<file path="src/rtl/pool_div_32s_16u_seq.sv">
// pool_div_32s_16u_seq
// Multi-cycle signed/unsigned divider for the average-pool stage.
// It divides a signed accumulated window sum by an unsigned element count.
// The dividend magnitude goes through radix-2 restoring division, one
// quotient bit per cycle. Signs are applied when the result is registered.
// Quotient and remainder both follow the sign of the dividend.
// Valid/ready handshakes on both sides allow one division in flight.

module pool_div_32s_16u_seq #(
   parameter int ID         = 1,
   parameter int DIN0_WIDTH = 32,
   parameter int DIN1_WIDTH = 16
) (
   input  logic                    ap_clk,
   input  logic                    ap_rst,
   input  logic                    in_valid,
   output logic                    in_ready,
   input  logic [DIN0_WIDTH-1:0]   din0,
   input  logic [DIN1_WIDTH-1:0]   din1,
   output logic                    out_valid,
   input  logic                    out_ready,
   output logic [DIN0_WIDTH-1:0]   quot,
   output logic [DIN1_WIDTH:0]     rem,
   output logic                    div_zero
);

   localparam int CW = (DIN0_WIDTH > 2) ? $clog2(DIN0_WIDTH) : 1;
   localparam logic [CW-1:0] CNT_INIT = CW'(DIN0_WIDTH - 1);

   typedef enum logic [1:0] {
      IDLE = 2'd0,
      CALC = 2'd1,
      DONE = 2'd2
   } state_t;

   state_t                  state_q, state_d;
   logic [DIN0_WIDTH-1:0]   dividend_q;
   logic [DIN1_WIDTH-1:0]   divisor_q;
   logic [DIN1_WIDTH:0]     remPart_q;
   logic [CW-1:0]           cnt_q;
   logic                    neg_q;
   logic [DIN0_WIDTH-1:0]   quot_q;
   logic [DIN1_WIDTH:0]     remOut_q;
   logic                    divZero_q;

   logic                    acceptFire;
   logic [DIN0_WIDTH-1:0]   dinMag;
   logic [DIN0_WIDTH-1:0]   satQuot;
   logic [DIN1_WIDTH+1:0]   remShift;
   logic [DIN1_WIDTH:0]     remDiff;
   logic                    quotBit;
   logic [DIN1_WIDTH:0]     remStep;
   logic [DIN0_WIDTH-1:0]   dividendStep;

   // ID is only an instance tag; this empty block keeps it referenced.
   if (ID >= 0) begin : gInstanceTag
   end

   // State register; an asynchronous reset aborts any division in progress.
   always_ff @(posedge ap_clk or posedge ap_rst) begin
      if (ap_rst) begin
         state_q <= IDLE;
      end else begin
         state_q <= state_d;
      end
   end

   // Next-state logic and the handshake outputs decoded purely from the state.
   always_comb begin
      state_d    = state_q;
      in_ready   = 1'b0;
      out_valid  = 1'b0;
      acceptFire = 1'b0;
      case (state_q)
         IDLE: begin
            in_ready = 1'b1;
            if (in_valid) begin
               acceptFire = 1'b1;
               state_d    = (din1 == '0) ? DONE : CALC;
            end
         end
         CALC: begin
            if (cnt_q == '0) begin
               state_d = DONE;
            end
         end
         DONE: begin
            out_valid = 1'b1;
            if (out_ready) begin
               state_d = IDLE;
            end
         end
         default: begin
            state_d = IDLE;
         end
      endcase
   end

   // Operand magnitude, the saturated divide-by-zero quotient, and one restoring step.
   // Only the low DIN1_WIDTH+1 bits of the shifted remainder are subtracted.
   // This works because the remainder before the shift is always below the divisor.
   always_comb begin
      dinMag       = din0[DIN0_WIDTH-1] ? -din0 : din0;
      satQuot      = din0[DIN0_WIDTH-1] ? {1'b1, {(DIN0_WIDTH-1){1'b0}}}
                                        : {1'b0, {(DIN0_WIDTH-1){1'b1}}};
      remShift     = {remPart_q, dividend_q[DIN0_WIDTH-1]};
      remDiff      = remShift[DIN1_WIDTH:0] - {1'b0, divisor_q};
      quotBit      = (remShift >= {2'b00, divisor_q});
      remStep      = quotBit ? remDiff : remShift[DIN1_WIDTH:0];
      dividendStep = {dividend_q[DIN0_WIDTH-2:0], quotBit};
   end

   // Datapath: operands are latched at acceptance.
   // Quotient bits shift into the dividend register as it empties.
   // The signed result is registered as the FSM enters DONE.
   always_ff @(posedge ap_clk or posedge ap_rst) begin
      if (ap_rst) begin
         dividend_q <= '0;
         divisor_q  <= '0;
         remPart_q  <= '0;
         cnt_q      <= '0;
         neg_q      <= 1'b0;
         quot_q     <= '0;
         remOut_q   <= '0;
         divZero_q  <= 1'b0;
      end else if (acceptFire) begin
         dividend_q <= dinMag;
         divisor_q  <= din1;
         remPart_q  <= '0;
         cnt_q      <= CNT_INIT;
         neg_q      <= din0[DIN0_WIDTH-1];
         if (din1 == '0) begin
            quot_q    <= satQuot;
            remOut_q  <= '0;
            divZero_q <= 1'b1;
         end
      end else if (state_q == CALC) begin
         dividend_q <= dividendStep;
         remPart_q  <= remStep;
         cnt_q      <= cnt_q - CW'(1);
         if (cnt_q == '0) begin
            quot_q    <= neg_q ? -dividendStep : dividendStep;
            remOut_q  <= neg_q ? -remStep : remStep;
            divZero_q <= 1'b0;
         end
      end
   end

   assign quot     = quot_q;
   assign rem      = remOut_q;
   assign div_zero = divZero_q;

endmodule

</file>
<file path="config.mk">
export PLATFORM = sky130hd
export DESIGN_NAME = pool_div_32s_16u_seq
export DESIGN_NICKNAME = d
export VERILOG_FILES = /design/src/rtl/pool_div_32s_16u_seq.sv
export SDC_FILE = /design/constraint.sdc
export NUM_CORES = 1
export LEC_CHECK = 0
export CORE_ASPECT_RATIO = 1.4
export CORE_MARGIN = 1
export CORE_UTILIZATION = 41
export DETAILED_ROUTE_END_ITERATION = 16
export GPL_ROUTABILITY_DRIVEN = 0
export HOLD_SLACK_MARGIN = 0.12
export PLACE_DENSITY = 0.69
export SLEW_MARGIN = 25
export SYNTH_ARGS = -nofsm -noshare
export SYNTH_HDL_FRONTEND = slang
export SYNTH_SLANG_ARGS = --single-unit
</file>
<file path="constraint.sdc">
create_clock -name ap_clk -period 6.7 [get_ports ap_clk]
set_input_delay 1.34 -clock ap_clk [delete_from_list [all_inputs] [get_ports ap_clk]]
set_output_delay 1.34 -clock ap_clk [all_outputs]
set_load 0.05 [all_outputs]
</file>
==> qor.txt <==
Vias - 7524
WS Path Type - reg -> reg
worst slew pin tran - 0.758 ns
Crit. End Element - register
RSZ-0062 raised after global routing - no
Max clock buf depth - 2
CP delay by family, top - simple AND/OR/NAND/NOR gates
Worst Skew - 0.00872 ns
period utilisation layout - 75.9%
CP startpoint kind - register
maxcap violations - 0
R2R Setup Slk - 1.61 ns
WL met1 - 9.08 mm
Final ANT Viol Nets - 0
Max IR drop VDD - 0.258 mV
Final HPWL DP - 17.3 mm
stages on the worst setup path - 21
H-Tree Level Count - 4
CP Data Required Time - 7.06 ns
TritonCTS clock tree - yes
io pins - 104
WP buf/inv - 4
met2 WL - 12.8 mm
drt via density - 5.80
PwrDens - 627 nW/um^2
initial core utilization - 41.8%
Area after DPL - 9240 sq um
Hold Buf Count CTS - 0
n_diodes - 0
Synth Area per Inst - 8.36 sq um
WL final - 24.0 mm
Total GRT Usage - 24.9%
FMAX - 197 MHz
Cell Area, Synth - 8000 sq um
post-CTS resize count - 0
largest net degree at the start of global routing - 76
post-synth cell types - 81
largest family of logic cells by synthesized area - compound AO/OA/AOI/OAI gates
GRT overflow - 0
register area share after synthesis - 38.5%
DR WL met3 - 1.09 mm
first-pass GRT wire length - 38.7 mm
Reg2Reg Depth - 21
reg-to-reg critical path endpoint - rem[16]
nets@finish - 1112
Clock transition at path regs - 0.06 ns
leakage power - 4.00 nW
cell area after layout - 9880 sq um
Synth Register Bits - 123
Chip Width - 120 microns
area grow syn2layout - 23.5%
syn nets - 1031
1st-iter DRT viols - 558
post-layout power - 6.20 mW
crit path from - dividend_q[31]
Core Region - 19100 sq um
Max Slew Vio Count - 0
initial antenna violation count - 0
synth warn - 0
setup TNS - 0 ns
Rows - 60
adder-cell share of the synthesized area - 3.54%
run status - finished, final reports clean
post-synthesis mux area share - 1.50%
CTS Buf Count - 17
min cycle time layout - 5.09 ns
post-CTS setup buffer count - 0
worst skew pair latency - 0.43 ns
Hold Crit Class - reg -> reg
Simple-Gate Fraction of Synth Area - 21.6%
layout cell share with drive strength beyond 1 - 6.20%
slew margin rel. - 49.5%
Root Driver - clkbuf_16
Fill cells - 1819
DRT Pass-1 Iters - 5
Die Area - 20100 sq um
number of enable flip-flop cells after synthesis - 0
vias in the first global route - 7535
Die Y-Extent - 167 microns
crit-path max FO - 23
CP Capture Point - rem[16]
share of the synthesized area in compound gates (AO/OA/AOI/OAI) - 22.4%
Synth Area in XOR/XNOR - 8.32%
Final setup viols - 0
Async S/R FF share, synth - 100%
Cell Chain, Critical Path - inv_1 > ha_1 > inv_1 > fa_1 > a21oi_1 > o211ai_2 > a21o_1 > nand3_2 > nand2_1 > buf_4 > inv_2 > mux2i_1 > ha_1 > nor3b_1 > nand2_1 > or3_1 > nor4b_1 > a31oi_1 > or4b_4 > a211o_1 > nand3_1
crit-path max cell delay - 0.56 ns
CTS Sinks - 123
final count of hold timing violations - 0
DRC viols - 0
uppermost layer routed - met4
WP data arrival - 5.45 ns
CP max stage cell - or4b_4
Mapped Cells - 957
port buffer count - 103
FF-to-FF Start - dividend_q[31]
ys flop type - dfrtp_1
drt wl/cell - 18.5 microns
layout make-up:
class                      count  area [sq um]  area share, %
clock buffer                  22           474           4.80
sequential                   123          3080           31.2
inverter                      32           125           1.27
timing repair buffer         116          1130           11.4
multi-input combinational    748          4600           46.5
clock inverter                 8           165           1.67
tap                          248           310           3.14
Yosys cell counts (2+ instances only):
cell       count  area, sq um
a21oi_1       36          180
o31ai_1       16          120
a22oi_1        5         37.5
a311o_1        2         20.0
nor2_1        49          184
o311a_1        2         20.0
buf_2          5         25.0
and3_1        13         81.3
nand2_1      155          582
and3b_1        2         17.5
o211ai_1       8         60.1
o2bb2ai_1      4         35.0
nor4_1        11         68.8
a31oi_1       29          181
buf_1          4         15.0
or4_1         10         75.1
nor4b_1        4         35.0
nor3_1        17         85.1
a211oi_1       2         15.0
clkbuf_1      44          165
dfrtp_1      123         3080
o41ai_1       10         87.6
o21ai_1        5         25.0
nand2b_1      12         75.1
or3b_1         2         17.5
a211o_1        2         17.5
o21ai_0      122          611
xor2_1        18          158
or3_1         10         62.6
xnor2_1       58          508
o31a_1         4         35.0
a21o_1         6         45.0
inv_1         31          116
o2111ai_1      3         26.3
nand4_1        8         50.1
o21a_1         2         15.0
mux2i_1       12          120
or2_2          2         12.5
nor2b_1        8         50.1
and2_1         4         25.0
a21boi_0       2         15.0
nand3_1       31          155
ha_1          21          263
nand3b_1       3         22.5
o22ai_1        4         25.0
cell usage in the layout (no fill, tap or decap), types with 5 or more instances in the layout:
master / count
a21o_1: 6
inv_1: 30
nor2_1: 48
a21oi_1: 36
buf_4: 13
clkdlybuf4s50_1: 103
a31oi_1: 29
o21ai_1: 5
o21ai_0: 122
mux2i_1: 12
nand2_1: 154
or3_1: 10
nor4_1: 11
ha_1: 21
a22oi_1: 5
xor2_1: 18
and3_1: 13
nand2b_1: 11
o211ai_1: 8
clkbuf_16: 17
or4_1: 10
nand4_1: 8
o41ai_1: 10
nor2b_1: 7
dfrtp_1: 123
nand3_1: 31
nor3_1: 17
bufinv_16: 5
o31ai_1: 16
xnor2_1: 58
sequential cells by signal (all words and copies together), names as in the netlist:
register,count
div_zero,1
cnt_q,5
state_q,2
rem,17
dividend_q,32
neg_q,1
quot,32
divisor_q,16
remPart_q,17
through the flow:
step                      worst slack [ns]  utilization (%)  std cells  hold slack, ns
after floorplan                       1.99                -        957           0.450
after global placement                1.92             48.3       1267           0.456
after detailed placement              1.72             48.3       1267           0.464
after CTS                             1.67             51.6       1297           0.477
after global routing                  1.20             51.6       1297           0.501
final                                 1.61             51.6       1297           0.478
tightest hold or removal path, cell delays in order, from the launching register on:
cell,delay [ns]
dfrtp_1,0.34
nand2_1,0.05
o21ai_0,0.06
metal layers:
layer / GRT usage [%] / up-vias
met1: 27.6 / 3597
met2: 45.1 / 249
met5: 0 / -
li1: - / 3614
met3: 3.99 / 64
met4: 12.7 / 0
where the power goes:
part	total (mW)	switching [mW]	internal (mW)	leakage (nW)
registers	1.49	0.384	1.10	1.45
logic	3.70	2.30	1.40	2.22
clock network	1.01	0.329	0.683	0.316
worst min-delay path by stage:
stage	start	slack (ns)	cells after the start	to
6_report	quot[22]	0.48	2	quot[22]
5_1_grt	div_zero	0.50	1	div_zero
4_1_cts	quot[5]	0.48	2	quot[5]
3_5_place_dp	quot[5]	0.46	2	quot[5]
3_3_place_gp	quot[5]	0.46	2	quot[5]
2_1_floorplan	divisor_q[0]	0.45	2	divisor_q[0]
logic make-up after synthesis:
family | count (synthesis)
buffers and inverters | 86
adders and majority gates | 22
xor gates and xnor gates | 76
DFF | 123
and+or+nand+nor | 353
muxes | 12
AOI/OAI and AO/OA | 285
Note: power is estimated with default switching activity, not from simulation.
